$ cat config.mk
export PLATFORM = sky130hd
export DESIGN_NAME = alu_pipe
export DESIGN_NICKNAME = d
export VERILOG_FILES = /design/src/rtl/alu_pkg.sv /design/src/rtl/alu_mul_seq.sv /design/src/rtl/alu_pipe.sv
export SDC_FILE = /design/constraint.sdc
export NUM_CORES = 1
export LEC_CHECK = 0
export CORE_MARGIN = 2
export CORE_UTILIZATION = 30
export CTS_CLUSTER_SIZE = 16
export DETAILED_ROUTE_END_ITERATION = 10
export GPL_ROUTABILITY_DRIVEN = 1
export PLACE_DENSITY_LB_ADDON = 0.05
export SETUP_SLACK_MARGIN = 0.5
export SKIP_LAST_GASP = 1
export SLEW_MARGIN = 20
export SYNTH_ARGS = -nofsm -noshare
export SYNTH_HDL_FRONTEND = slang
export SYNTH_HIERARCHICAL = 1
export SYNTH_SLANG_ARGS = --single-unit
$ cat constraint.sdc
create_clock -name clk -period 5.4 [get_ports clk]
set_clock_uncertainty 0.2 [all_clocks]
set_input_delay 0.81 -clock clk [delete_from_list [all_inputs] [get_ports clk]]
set_output_delay 0.81 -clock clk [all_outputs]
set_load 0.01 [all_outputs]
$ cat src/rtl/alu_pkg.sv
// Shared opcode values and controller state encoding for the pipelined EX-stage ALU.
package alu_pkg;

  localparam logic [3:0] ALU_AND = 4'b0000;
  localparam logic [3:0] ALU_OR  = 4'b0001;
  localparam logic [3:0] ALU_ADD = 4'b0010;
  localparam logic [3:0] ALU_SUB = 4'b0011;
  localparam logic [3:0] ALU_NOR = 4'b0100;
  localparam logic [3:0] ALU_XOR = 4'b0101;
  localparam logic [3:0] ALU_INC = 4'b0110;
  localparam logic [3:0] ALU_DEC = 4'b0111;
  localparam logic [3:0] ALU_NOT = 4'b1000;
  localparam logic [3:0] ALU_MUL = 4'b1001;
  localparam logic [3:0] ALU_SLT = 4'b1010;
  localparam logic [3:0] ALU_SLL = 4'b1011;
  localparam logic [3:0] ALU_SRL = 4'b1100;

  typedef enum logic [1:0] {
    S_IDLE = 2'd0,
    S_MUL  = 2'd1,
    S_DONE = 2'd2
  } alu_state_e;

  // Ops whose carry/overflow flags are meaningful.
  function automatic logic is_arith(input logic [3:0] op);
    return op inside {ALU_ADD, ALU_SUB, ALU_INC, ALU_DEC};
  endfunction

endpackage

$ cat src/rtl/alu_mul_seq.sv
// Iterative shift-add multiplier producing the low WIDTH bits of an unsigned product.
// Bit 0 is folded in at start; the remaining WIDTH-1 bits take one cycle each.
module alu_mul_seq #(
  parameter int unsigned WIDTH = 32
) (
  input  logic             clk,
  input  logic             reset,
  input  logic             start,
  input  logic [WIDTH-1:0] a,
  input  logic [WIDTH-1:0] b,
  output logic             busy,
  output logic             done,
  output logic [WIDTH-1:0] product
);

  localparam int unsigned CW = $clog2(WIDTH);

  logic [WIDTH-1:0] a_q, b_q, acc_q;
  logic [CW-1:0]    cnt_q;
  logic             busy_q;

  // High during the cycle that folds in the last multiplier bit.
  assign done    = busy_q && (cnt_q == CW'(WIDTH - 1));
  assign busy    = busy_q;
  assign product = acc_q;

  always_ff @(posedge clk or posedge reset) begin
    if (reset) begin
      a_q    <= '0;
      b_q    <= '0;
      acc_q  <= '0;
      cnt_q  <= '0;
      busy_q <= 1'b0;
    end else if (start) begin
      a_q    <= a << 1;
      b_q    <= b >> 1;
      acc_q  <= b[0] ? a : '0;
      cnt_q  <= CW'(1);
      busy_q <= 1'b1;
    end else if (busy_q) begin
      if (b_q[0]) acc_q <= acc_q + a_q;
      a_q   <= a_q << 1;
      b_q   <= b_q >> 1;
      cnt_q <= cnt_q + CW'(1);
      if (done) busy_q <= 1'b0;
    end
  end

endmodule

$ cat src/rtl/alu_pipe.sv
// Handshaked EX-stage ALU: single-cycle ops land in the output register on accept,
// MUL runs on the sequential multiplier and loads the output register when it is free.
module alu_pipe
  import alu_pkg::*;
#(
  parameter int unsigned WIDTH  = 32,
  parameter bit          MUL_EN = 1'b1
) (
  input  logic             clk,
  input  logic             reset,
  input  logic             in_valid,
  output logic             in_ready,
  input  logic [3:0]       alu_con,
  input  logic [WIDTH-1:0] data_a,
  input  logic [WIDTH-1:0] data_b,
  output logic             out_valid,
  input  logic             out_ready,
  output logic [WIDTH-1:0] result,
  output logic             zero,
  output logic             negative,
  output logic             carry,
  output logic             overflow,
  output logic             alu_error
);

  localparam int unsigned SW = $clog2(WIDTH);

  alu_state_e       state_q, state_d;
  logic             accept, is_mul, out_free, load_single, load_mul;
  logic             mul_busy, mul_done;
  logic [WIDTH-1:0] mul_product, b_op, alu_res;
  logic             cin, alu_err;
  logic [WIDTH:0]   sum;
  logic [SW-1:0]    shamt;

  assign is_mul   = MUL_EN && (alu_con == ALU_MUL);
  assign out_free = !out_valid || out_ready;
  assign in_ready = (state_q == S_IDLE) && out_free;
  assign accept   = in_valid && in_ready;
  assign shamt    = data_b[SW-1:0];

  // One shared adder: SUB/DEC are A plus the complemented/all-ones operand.
  always_comb begin
    b_op = '0;
    cin  = 1'b0;
    case (alu_con)
      ALU_ADD: b_op = data_b;
      ALU_SUB: begin
        b_op = ~data_b;
        cin  = 1'b1;
      end
      ALU_INC: cin = 1'b1;
      ALU_DEC: b_op = '1;
      default: ;
    endcase
  end

  assign sum = {1'b0, data_a} + {1'b0, b_op} + {{WIDTH{1'b0}}, cin};

  always_comb begin
    alu_res = '0;
    alu_err = 1'b0;
    case (alu_con)
      ALU_AND:                          alu_res = data_a & data_b;
      ALU_OR:                           alu_res = data_a | data_b;
      ALU_ADD, ALU_SUB, ALU_INC, ALU_DEC: alu_res = sum[WIDTH-1:0];
      ALU_NOR:                          alu_res = ~(data_a | data_b);
      ALU_XOR:                          alu_res = data_a ^ data_b;
      ALU_NOT:                          alu_res = ~data_a;
      ALU_MUL:                          alu_err = !MUL_EN;
      ALU_SLT: alu_res = {{(WIDTH-1){1'b0}}, $signed(data_a) < $signed(data_b)};
      ALU_SLL:                          alu_res = data_a << shamt;
      ALU_SRL:                          alu_res = data_a >> shamt;
      default:                          alu_err = 1'b1;
    endcase
  end

  alu_mul_seq #(
    .WIDTH (WIDTH)
  ) u_mul (
    .clk     (clk),
    .reset   (reset),
    .start   (accept && is_mul),
    .a       (data_a),
    .b       (data_b),
    .busy    (mul_busy),
    .done    (mul_done),
    .product (mul_product)
  );

  always_comb begin
    state_d = state_q;
    case (state_q)
      S_IDLE:  if (accept && is_mul) state_d = S_MUL;
      S_MUL:   if (mul_done) state_d = S_DONE;
      S_DONE:  if (!mul_busy && out_free) state_d = S_IDLE;
      default: state_d = S_IDLE;
    endcase
  end

  always_ff @(posedge clk or posedge reset) begin
    if (reset) state_q <= S_IDLE;
    else       state_q <= state_d;
  end

  assign load_single = accept && !is_mul;
  assign load_mul    = (state_q == S_DONE) && !mul_busy && out_free;

  always_ff @(posedge clk or posedge reset) begin
    if (reset) begin
      out_valid <= 1'b0;
      result    <= '0;
      zero      <= 1'b0;
      negative  <= 1'b0;
      carry     <= 1'b0;
      overflow  <= 1'b0;
      alu_error <= 1'b0;
    end else if (load_single) begin
      out_valid <= 1'b1;
      result    <= alu_res;
      zero      <= (alu_res == '0);
      negative  <= alu_res[WIDTH-1];
      carry     <= is_arith(alu_con) && sum[WIDTH];
      overflow  <= is_arith(alu_con) && (data_a[WIDTH-1] == b_op[WIDTH-1]) &&
                   (sum[WIDTH-1] != data_a[WIDTH-1]);
      alu_error <= alu_err;
    end else if (load_mul) begin
      out_valid <= 1'b1;
      result    <= mul_product;
      zero      <= (mul_product == '0);
      negative  <= mul_product[WIDTH-1];
      carry     <= 1'b0;
      overflow  <= 1'b0;
      alu_error <= 1'b0;
    end else if (out_valid && out_ready) begin
      out_valid <= 1'b0;
    end
  end

endmodule

## Word-level counts from Yosys, hierarchy flattened

Index checks and enable logic that the tools add are counted.

- Muxes and demuxes: 34
- Bitwise logic cells: 6
- Add/sub/neg operators: 4
- Reduce and logical (&&, ||, !) cells: 30
- Shift operators: 2
- Equality and inequality tests: 20
- Magnitude comparators: 1

Operators by type and width:

| cell | number |
|---|---|
| $mux W32 | 10 |
| $pmux W32 S9 | 1 |
| $not A32 Y32 | 3 |
| $pmux W32 S3 | 1 |
| $logic_not A32 Y1 | 2 |
| $add A32 B32 Y33 | 1 |
| $add A33 B1 Y33 | 1 |
| $add A32 B32 Y32 | 1 |
| $and A32 B32 Y32 | 1 |
| $lt A32 B32 Y1 | 1 |
| $or A32 B32 Y32 | 1 |
| $shl A32 B5 Y32 | 1 |
| $shr A32 B5 Y32 | 1 |
| $xor A32 B32 Y32 | 1 |
| $eq A4 B4 Y1 const B | 5 |
| $eq A4 B3 Y1 const B | 4 |
| $mux W1 | 16 |
| $reduce_or A13 Y1 | 1 |
| $logic_and A1 B1 Y1 | 12 |
| $mux W5 | 2 |
| $eq A4 B2 Y1 const B | 2 |
| $mux W2 | 3 |
| $pmux W2 S3 | 1 |
| $reduce_bool A2 Y1 | 3 |
| 19 further kinds | 22 |

- Register bits after elaboration: 142
- Bits of input ports: 72

## Depth between registers and ports, before layout

Gate-level depths: netlist of run 1.

- Word-level depth: 7
- Mapped depth: 22
- Mapped depth without buffers: 15

## Cells and area by module

Netlist of run 1, hierarchy kept.

By module, submodules not included:

| module | instances | cells an instance | seq. area each (um2) | area an instance (um2) |
|---|---|---|---|---|
| alu_pipe | 1 | 1522 | 975.9 | 11537.3 |
| alu_mul_seq | 1 | 676 | 2502.4 | 6144.6 |

## Worst setup path before layout of run 1

No wires, ideal clock.

- Path kind: input to register
- Start point: input alu_con[0]
- End point: register zero
- Cell stages on the path: 21
- Arrival time: 5.537 ns
- Data required time: 5.105 ns
- Slack: -0.432 ns
- Cells stage by stage: clkbuf_1 > buf_2 > buf_2 > buf_2 > buf_2 > clkbuf_1 > clkbuf_1 > xnor2_1 > nor2_1 > fa_1 > fa_1 > a211oi_1 > o21ai_0 > a311oi_1 > o211ai_1 > nand2_1 > xor2_1 > nor2_1 > a2111oi_0 > nand4_1 > o31ai_1

- Longest elaborated chain between the ends: 7
- Elaborated cells on any way between the ends: 25

RTL lines:

| element | RTL line | source |
|---|---|---|
| from (decl) | alu_pipe.sv:13 | `input logic [3:0] alu_con,` |
| $eq A4 B3 Y1 / $eq A4 B2 Y1 (equally long branches) | alu_pipe.sv:46, alu_pipe.sv:63 |  |
| $pmux W32 S3 / $reduce_or A2 Y1 (equally long branches) | - |  |
| $add A32 B32 Y33 / $mux W1 (equally long branches) | alu_pipe.sv:58, alu_pipe.sv:46 |  |
| $add A33 B1 Y33 | alu_pipe.sv:58 | `assign sum = {1'b0, data_a} + {1'b0, b_op} + {{WIDTH{1'b0}}, cin};` |
| $pmux W32 S9 | alu_pipe.sv:63 | `case (alu_con)` |
| $logic_not A32 Y1 | alu_pipe.sv:121 | `zero <= (alu_res == '0);` |
| $mux W1 | alu_pipe.sv:118 | `end else if (load_single) begin` |
| to (signal assigned) | alu_pipe.sv:121 |  |
| to (signal assigned) | alu_pipe.sv:130 | `zero <= (mul_product == '0);` |
| to (decl) | alu_pipe.sv:19 | `output logic zero,` |

Parallel ways exist; a longest one is shown, timed or not.
A chain may end at the register's enable or synchronous reset.

## Worst setup path after layout of run 1

- Start point: input data_a[11]
- End point: register zero

- Longest elaborated chain between the ends: 5
- Elaborated cells on any way between the ends: 13

RTL lines:

| element | RTL line | source |
|---|---|---|
| from (decl) | alu_pipe.sv:14 | `input logic [WIDTH-1:0] data_a,` |
| $add A32 B32 Y33 / $or A32 B32 Y32 (equally long branches) | alu_pipe.sv:58, alu_pipe.sv:65, alu_pipe.sv:67 |  |
| $add A33 B1 Y33 / $not A32 Y32 (equally long branches) | alu_pipe.sv:58, alu_pipe.sv:67 |  |
| $pmux W32 S9 (*) | alu_pipe.sv:63 |  |
| $logic_not A32 Y1 (*) | alu_pipe.sv:121 |  |
| $mux W1 (*) | alu_pipe.sv:118 |  |

Every way passes the cells marked *; elsewhere a longest branch is shown, timed or not.

==> results of run 1 <==
==> per-stage QoR <==
step	util (%)	std cells	setup TNS, ns	instance area, sq um
global route	36.2	3110	0	21000
global placement	35.1	3077	-0.162	20400
floorplan	-	2198	0	17800
finish	36.2	3111	0	21000
CTS	36.1	3109	0	20900
detailed placement	35.1	3077	-0.0626	20400
==> cells in the final DEF (no fill, tap or decap), types with 42 or more instances in the layout <==
| master | netlist | final |
|---|---|---|
| clkdlybuf4s50_1 | 0 | 104 |
| mux4_2 | 42 | 42 |
| ha_1 | 160 | 160 |
| nand3_1 | 46 | 46 |
| a21oi_1 | 180 | 177 |
| buf_4 | 13 | 169 |
| o21ai_0 | 195 | 190 |
| inv_1 | 105 | 103 |
| nor2_1 | 145 | 143 |
| nand2_1 | 232 | 230 |
| dfrtp_1 | 139 | 138 |
| mux2i_1 | 115 | 115 |
==> per-layer routing <==
metal,up-vias,routed length (um),share of wire [%]
li1,8473,-,-
met1,9572,44100,45
met2,809,43000,44
met3,144,6540,6.7
met4,6,4090,4.2
met5,-,36,0.037
==> timing repair <==
item | 4_1_cts | 5_1_grt
resized for setup | 2 | 11
endpoints found under the hold margin | 0 | 0
hold buffers | 0 | 0
setup buffers | 0 | 1
gates cloned | 0 | 0
endpoints found under the setup margin | 1 | 2
pin swaps | 0 | 1
==> sequential cells by signal (all words and copies together) (netlist names), 2 cells and up <==
| register | count |
|---|---|
| u_mul/a_q | 31 |
| u_mul/b_q | 31 |
| result | 32 |
| state_q | 2 |
| u_mul/cnt_q | 5 |
| u_mul/product | 32 |
==> power by group <==
part | internal (mW) | total (mW) | switching, mW
clock network | 0.605 | 1.17 | 0.569
registers | 1.49 | 2.05 | 0.555
logic | 1.70 | 4.10 | 2.40
==> worst max-delay path, delay by kind of cell <==
family | cells | cell delay (ns)
compound gates | 6 | 1.38
buf+inv | 5 | 1.29
simple gates | 2 | 0.88
fa+ha+maj | 1 | 0.42
xor+xnor | 1 | 0.23
==> cell families (layout without fill, tap and decap cells) <==
| group | count (synthesis) | count (layout) | share of synthesized area, % |
|---|---|---|---|
| DFF | 139 | 139 | 19.7 |
| and+or+nand+nor | 664 | 664 | 18.2 |
| xor gates and xnor gates | 46 | 46 | 2.28 |
| other | 0 | 1 | 0 |
| muxes | 191 | 191 | 14.7 |
| adders and majority gates | 163 | 163 | 11.7 |
| buffers and inverters | 277 | 424 | 7.03 |
| AOI/OAI and AO/OA | 718 | 718 | 26.5 |
==> area by class of cell <==
type,count,area [sq um]
multi-input cells,1782,13100
clock inverters,11,87.6
clock buffers,21,450
diodes,1,2.50
fillers,6026,37000
inverters,107,404
repair buffers,285,2490
well taps,765,957
flip-flops and latches,139,3480
==> path summary, 6_finish.rpt <==
path / to / cells past startpoint
max: zero$_DFFE_PP0P_ / 15
max in group asynchronous: u_mul/product[2]$_DFFE_PP0P_ / 3
min: carry$_DFFE_PP0P_ / 2
min reg2reg: carry$_DFFE_PP0P_ / 2
min in group asynchronous: u_mul/a_q[31]$_DFFE_PP0P_ / 2
max reg2reg: zero$_DFFE_PP0P_ / 12
==> impl_metrics.json, run 1 <==
{
  "syn_inst": 2198,
  "grt_overflow": 0,
  "place.gp.congestion": 1.01,
  "crit_path_frequent_cell": "buf_4",
  "fmax_ghz": 0.207,
  "hold_ws_ns": 0.289,
  "wire_per_inst_um": 31.4,
  "synth.distinct_cells": 105,
  "die_area_sq_mm": 0.0609,
  "tightest_slew_ns": 1.22,
  "synth.largest_area_cell": "dfrtp_1",
  "end_kind": "flop",
  "areaGrowthSynthToFinish_pct": 18.9,
  "synthesis.nets": 2433,
  "clockBufferDepth": 2,
  "synth_top_area_share_pct": 19.7,
  "grt_setup_unrepaired": "false",
  "finalSetupViolations": 0,
  "r2r_start": "out_valid$_DFFE_PP0P_",
  "r2r_setup_slack_ns": 1.72,
  "syn_area_sq_mm": 0.0177,
  "cpPeakStageDelay_ns": 0.59,
  "postSynth.asyncResetShare_pct": 100,
  "syn_area_per_cell_sq_um": 8.04,
  "ys_seq_area_share_pct": 19.7,
  "grt.total_usage_pct": 32.0,
  "crit_chain": "clkdlybuf4s50_1 > inv_1 > ha_1 > or4_1 > a21oi_1 > o41ai_1 > buf_4 > a311oi_2 > buf_4 > a2111oi_0 > xnor2_1 > buf_4 > o221ai_1 > nand4b_1 > o31ai_1",
  "routed_via_density": 6.11,
  "antenna_found_initial": 6,
  "synth_edf_count": 0,
  "use_met1_pct": 44.7,
  "num_vias": 19000,
  "ant_nets": 0,
  "yosys-top-cells-area": "dfrtp_1 (20%), ha_1 (11%), mux2i_1 (6.5%), o21ai_0 (5.5%), mux4_2 (5.3%)",
  "critPathKind": "in2reg",
  "htree_levels": 4,
  "fp.dieW_um": 247,
  "power_density_mw_per_mm2": 349,
  "drt_pass1_iterations": 6,
  "ys_warn_count": 6,
  "ios": 111,
  "ys.flop_type": "dfrtp_1",
  "cp-startpoint": "data_a[11]",
  "crit_fanout": 4,
  "dp_slack_ns": -0.0605,
  "grt_max_degree": 65,
  "io_buffers": 110,
  "drive_gt1_share_pct": 15.1,
  "gr-usage-met2_pct": 49.2,
  "cts.sinks": 139,
  "grt_pass1_vias": 18000,
  "cp.arrival_ns": 5.02,
  "ys_ff_latch": 139,
  "maxSlewHeadroom_pct": 18.4,
  "hold_path.class": "reg2reg",
  "dp_hpwl_mm": 76.6,
  "die_height_um": 247,
  "start_kind": "input pin",
  "grt_first_pass_wirelength_mm": 139,
  "synthTopCellsByCount": "nand2_1 (232), o21ai_0 (195), a21oi_1 (180)",
  "hold_viol_final": 0,
  "top_usage_layer": "met2",
  "numCtsBuffers": 17,
  "drv_cap": 0,
  "synth.most_common_cell": "nand2_1",
  "hp-start": "carry$_DFFE_PP0P_",
  "grt.met3_usage_pct": 5.35,
  "total_power_mw": 7.33,
  "core_area_sq_mm": 0.0580,
  "status": "completed",
  "clkLatencyLatePin_ns": 0.49,
  "p_leak_nw": 8.76,
  "drt-total-wl_mm": 97.8,
  "start_util_pct": 30.5,
  "worst_ep_required_time_ns": 5.59,
  "clockRootBuffer": "clkbuf_16",
  "slew_viol_final": 0,
  "cts_tree": "done",
  "setup_ws_ns": 0.566,
  "critPathSlowestCell": "or4_1",
  "nets": 2567,
  "drc_errors": 0,
  "max-vdd-ir-drop_mv": 0.511,
  "placementRows": 88,
  "finalCriticalPeriod_ns": 4.83,
  "clk_pin_slew_ns": 0.07,
  "dr.first_iter.drc_count": 2106,
  "finalCritPeriodShare_pct": 89.5
}
(Power assumes the default switching activity.)
==> inputs of run 2 (changes only) <==
Settings changed: CAP_MARGIN from default to 25.
==> impl_metrics.json, run 2 (synthesized netlist as in run 1, its figures left out) <==
{
  "cp.arrival_ns": 5.04,
  "routed_via_density": 6.13,
  "dp_slack_ns": -0.0591,
  "critPathSlowestCell": "or4_1",
  "drv_cap": 0,
  "numCtsBuffers": 17,
  "worst_ep_required_time_ns": 5.60,
  "hold_path.class": "reg2reg",
  "num_vias": 19100,
  "fp.dieW_um": 247,
  "nets": 2569,
  "crit_fanout": 4,
  "power_density_mw_per_mm2": 355,
  "max-vdd-ir-drop_mv": 0.383,
  "crit_chain": "clkdlybuf4s50_1 > inv_1 > ha_1 > or4_1 > a21oi_1 > o41ai_1 > buf_4 > a311oi_2 > buf_4 > a2111oi_0 > xnor2_1 > buf_4 > o221ai_1 > nand4b_1 > o31ai_1",
  "drt-total-wl_mm": 97.7,
  "total_power_mw": 7.47,
  "fin_setup_tns_ns": 0,
  "hold_viol_final": 0,
  "clk_pin_slew_ns": 0.07,
  "grt_setup_unrepaired": "false",
  "critical_path.top_delay_family": "compound AO/OA/AOI/OAI gates",
  "slew_viol_final": 0,
  "setup_ws_ns": 0.552,
  "placementRows": 88,
  "io_buffers": 110,
  "tightest_slew_ns": 1.08,
  "drt_pass1_iterations": 6,
  "clockRootBuffer": "clkbuf_16",
  "start_kind": "input pin",
  "met2_length_mm": 42.8,
  "crit_buf_inv": 5,
  "finalCriticalPeriod_ns": 4.85,
  "antenna_found_initial": 4,
  "grt_max_degree": 65,
  "wire_per_inst_um": 31.4,
  "clockBufferDepth": 2,
  "grt.total_usage_pct": 32.0,
  "finalSetupViolations": 0,
  "grt_first_pass_wirelength_mm": 139,
  "post_cts_resized": 1,
  "cpPeakStageDelay_ns": 0.61,
  "start_util_pct": 30.5,
  "maxSlewHeadroom_pct": 27.9,
  "ios": 111,
  "drt-met1-wl_mm": 44.4,
  "grt_overflow": 0,
  "drc_errors": 0,
  "core_area_sq_mm": 0.0580,
  "cts_hold_buf": 0,
  "dr.first_iter.drc_count": 2073,
  "cts.sinks": 139,
  "final_cells": 3113,
  "dp_hpwl_mm": 76.8,
  "die_height_um": 247,
  "grt_pass1_vias": 17900,
  "p_leak_nw": 8.79,
  "clkLatencyLatePin_ns": 0.50,
  "drive_gt1_share_pct": 15.0,
  "cts_tree": "done",
  "status": "completed",
  "placed_cells": 3079,
  "top_layer": "met5",
  "mostFrequentLayoutCell": "nand2_1",
  "finalCritPeriodShare_pct": 89.8,
  "hold_ws_ns": 0.289,
  "areaGrowthSynthToFinish_pct": 19.1,
  "htree_levels": 4,
  "die_area_sq_mm": 0.0609,
  "crit_path_frequent_cell": "buf_4",
  "critPathKind": "in2reg",
  "end_kind": "flop",
  "place.gp.congestion": 1.01,
  "cts_setup_buffers": 0,
  "routed-wl-met3_mm": 6.06,
  "fmax_ghz": 0.206,
  "mostFrequentLayoutCells": "nand2_1 (230), o21ai_0 (190), a21oi_1 (178)",
  "ant_nets": 0
}
==> run 2: cell count changes in the layout (fill, tap and decap cells not counted), sizes merged <==
cell	change
buf	+2
bufinv	+2
clkbuf	-2
clkinv	-1
inv	+1
==> run 2: final cells by class <==
type / instances / area, sq um
clock buffer: 19 / 453
multi-input combinational: 1782 / 13100
sequential: 139 / 3480
tap: 765 / 957
antenna: 1 / 2.50
clock inverter: 13 / 154
fill: 6090 / 37000
inverter: 107 / 404
timing repair buffer: 287 / 2520
==> run 2: worst paths after layout <==
path	startpoint	end	slack (ns)	cells after the start
setup / recovery	data_a[11]	zero$_DFFE_PP0P_	0.55	15
hold / removal	carry$_DFFE_PP0P_	carry$_DFFE_PP0P_	0.29	2
setup reg to reg	out_valid$_DFFE_PP0P_	zero$_DFFE_PP0P_	1.82	12
hold reg to reg	carry$_DFFE_PP0P_	carry$_DFFE_PP0P_	0.29	2
max in group asynchronous	reset	u_mul/product[11]$_DFFE_PP0P_	3.53	3
min in group asynchronous	reset	u_mul/a_q[26]$_DFFE_PP0P_	0.52	2
==> run 2: worst min-delay path, stage by stage, from the launching register on <==
cell     delay [ns]
dfrtp_1        0.35
nand2_1        0.05
o31ai_1        0.05
==> run 2: report_power, final <==
group | leakage (nW) | internal [mW] | total [mW] | switching (mW)
Sequential | 1.75 | 1.49 | 2.05 | 0.559
Clock | 0.290 | 0.715 | 1.31 | 0.594
Combinational | 6.74 | 1.72 | 4.11 | 2.40
==> run 2: metrics by stage <==
stage               util [%]  cell area, sq um
global route            36.3             21100
global placement        35.1             20400
floorplan                  -             17800
detailed placement      35.2             20400
finish                  36.3             21100
CTS                     36.2             21000
==> run 2: routing by layer <==
| metal | up-vias | global-route usage (%) |
|---|---|---|
| li1 | 8502 | - |
| met1 | 9554 | 45.0 |
| met5 | - | 0 |
| met4 | 4 | 13.2 |
| met3 | 163 | 4.28 |
| met2 | 846 | 49.1 |
==> inputs of run 3 (changes only) <==
--- a/config.mk
+++ b/config.mk
@@ -13,3 +13,3 @@
 export GPL_ROUTABILITY_DRIVEN = 1
-export PLACE_DENSITY_LB_ADDON = 0.05
+export PLACE_DENSITY = 0.52
 export SETUP_SLACK_MARGIN = 0.5
--- a/constraint.sdc
+++ b/constraint.sdc
@@ -4,2 +4,2 @@
 set_output_delay 0.81 -clock clk [all_outputs]
-set_load 0.01 [all_outputs]
+set_load 0.05 [all_outputs]
==> impl_metrics.json, run 3 (synthesized netlist as in run 1, its figures left out) <==
{
  "mostFrequentLayoutCell": "nand2_1",
  "post_cts_resized": 0,
  "wire_per_inst_um": 28.5,
  "numCtsBuffers": 17,
  "drv_cap": 0,
  "finalSetupViolations": 0,
  "tightest_slew_ns": 1.02,
  "cp.arrival_ns": 5.07,
  "ant_nets": 0,
  "final_util_pct": 36.1,
  "antenna_found_initial": 2,
  "power_density_mw_per_mm2": 362,
  "dp_hpwl_mm": 69.0,
  "fmax_ghz": 0.205,
  "die_area_sq_mm": 0.0609,
  "drive_gt1_share_pct": 14.4,
  "clockBufferDepth": 2,
  "fin_setup_tns_ns": 0,
  "grt_first_pass_wirelength_mm": 129,
  "mostFrequentLayoutCells": "nand2_1 (230), o21ai_0 (189), a21oi_1 (179)",
  "hold_viol_final": 0,
  "status": "completed",
  "placementRows": 88,
  "nets": 2556,
  "clkLatencyLatePin_ns": 0.49,
  "drt_pass1_iterations": 6,
  "cts_tree": "done",
  "cts_setup_buffers": 0,
  "hold_ws_ns": 0.296,
  "io_buffers": 110,
  "drc_errors": 0,
  "end_kind": "flop",
  "placed_area_sq_mm": 0.0203,
  "start_kind": "input pin",
  "fp.dieW_um": 247,
  "finalCriticalPeriod_ns": 4.87,
  "grt.total_usage_pct": 29.0,
  "areaGrowthSynthToFinish_pct": 18.4,
  "htree_levels": 4,
  "slew_viol_final": 0,
  "clockRootBuffer": "clkbuf_16",
  "cts_hold_buf": 0,
  "hold_path.class": "reg2reg",
  "grt_max_degree": 165,
  "grt_setup_unrepaired": "false",
  "critPathKind": "in2reg",
  "num_vias": 19100,
  "worst_ep_required_time_ns": 5.60,
  "final_cell_area_sq_mm": 0.0209,
  "place.gp.congestion": 1.04,
  "p_leak_nw": 8.72,
  "routed_via_density": 6.15,
  "crit_fanout": 6,
  "clk_pin_slew_ns": 0.07,
  "die_height_um": 247,
  "start_util_pct": 30.5,
  "ios": 111,
  "finalCritPeriodShare_pct": 90.2,
  "grt_pass1_vias": 18300,
  "core_area_sq_mm": 0.0580,
  "cts.sinks": 139,
  "max-vdd-ir-drop_mv": 0.435,
  "maxSlewHeadroom_pct": 32.0,
  "drt-total-wl_mm": 88.3,
  "grt_overflow": 0,
  "dr.first_iter.drc_count": 2169
}
==> run 3: where the power goes <==
part / leakage, nW / switching (mW) / total [mW] / internal (mW)
Combinational: 6.69 / 2.68 / 4.37 / 1.69
Clock: 0.276 / 0.576 / 1.19 / 0.615
Sequential: 1.75 / 0.529 / 2.02 / 1.49
Total: 8.72 / 3.79 / 7.59 / 3.80
==> run 3: cell type report <==
cell class	instances	area [sq um]
fillers	6051	37100
multi-input cells	1782	13100
flip-flops and latches	139	3480
repair buffers	274	2460
well taps	765	957
clock buffers	18	439
inverters	107	404
clock inverters	14	128
diodes	1	2.50
==> run 3: path summary, 6_finish.rpt <==
| check | end | from | cells past startpoint | slack, ns |
|---|---|---|---|---|
| max | zero$_DFFE_PP0P_ | alu_con[3] | 15 | 0.53 |
| min | alu_error$_DFFE_PP0P_ | alu_error$_DFFE_PP0P_ | 2 | 0.30 |
| max reg2reg | zero$_DFFE_PP0P_ | out_valid$_DFFE_PP0P_ | 11 | 1.89 |
| min reg2reg | alu_error$_DFFE_PP0P_ | alu_error$_DFFE_PP0P_ | 2 | 0.30 |
| max in group asynchronous | u_mul/b_q[19]$_DFFE_PP0P_ | reset | 3 | 3.77 |
| min in group asynchronous | u_mul/a_q[28]$_DFFE_PP0P_ | reset | 2 | 0.45 |
==> run 3: metal layers <==
layer	track usage [%]	wire, um	vias to the layer above
met1	40.2	39300	9453
met5	0	0	-
met3	4.93	6780	171
met2	44.0	38200	952
met4	12.9	4020	0
li1	-	-	8476
==> run 3: worst max-delay path: stages <==
cell and delay [ns]:
clkdlybuf4s50_1 0.47, nand2b_2 0.19, a21oi_1 0.09, fa_2 0.45, fa_2 0.46, a211oi_4 0.32
o21ai_2 0.11, a41oi_2 0.29, nor2b_1 0.10, mux2i_1 0.15, a2111oi_0 0.83, buf_4 0.29
nor3b_1 0.19, nand4b_1 0.12, o31ai_1 0.20
==> run 3: stage by stage <==
step	worst slack, ns	total power, mW	instances
final	0.527	7.59	3100
after CTS	0.599	7.58	3097
after detailed placement	0.0890	6.35	3065
after floorplan	0.481	4.87	2198
after global placement	0.110	6.30	3063
after global routing	0.535	8.10	3099
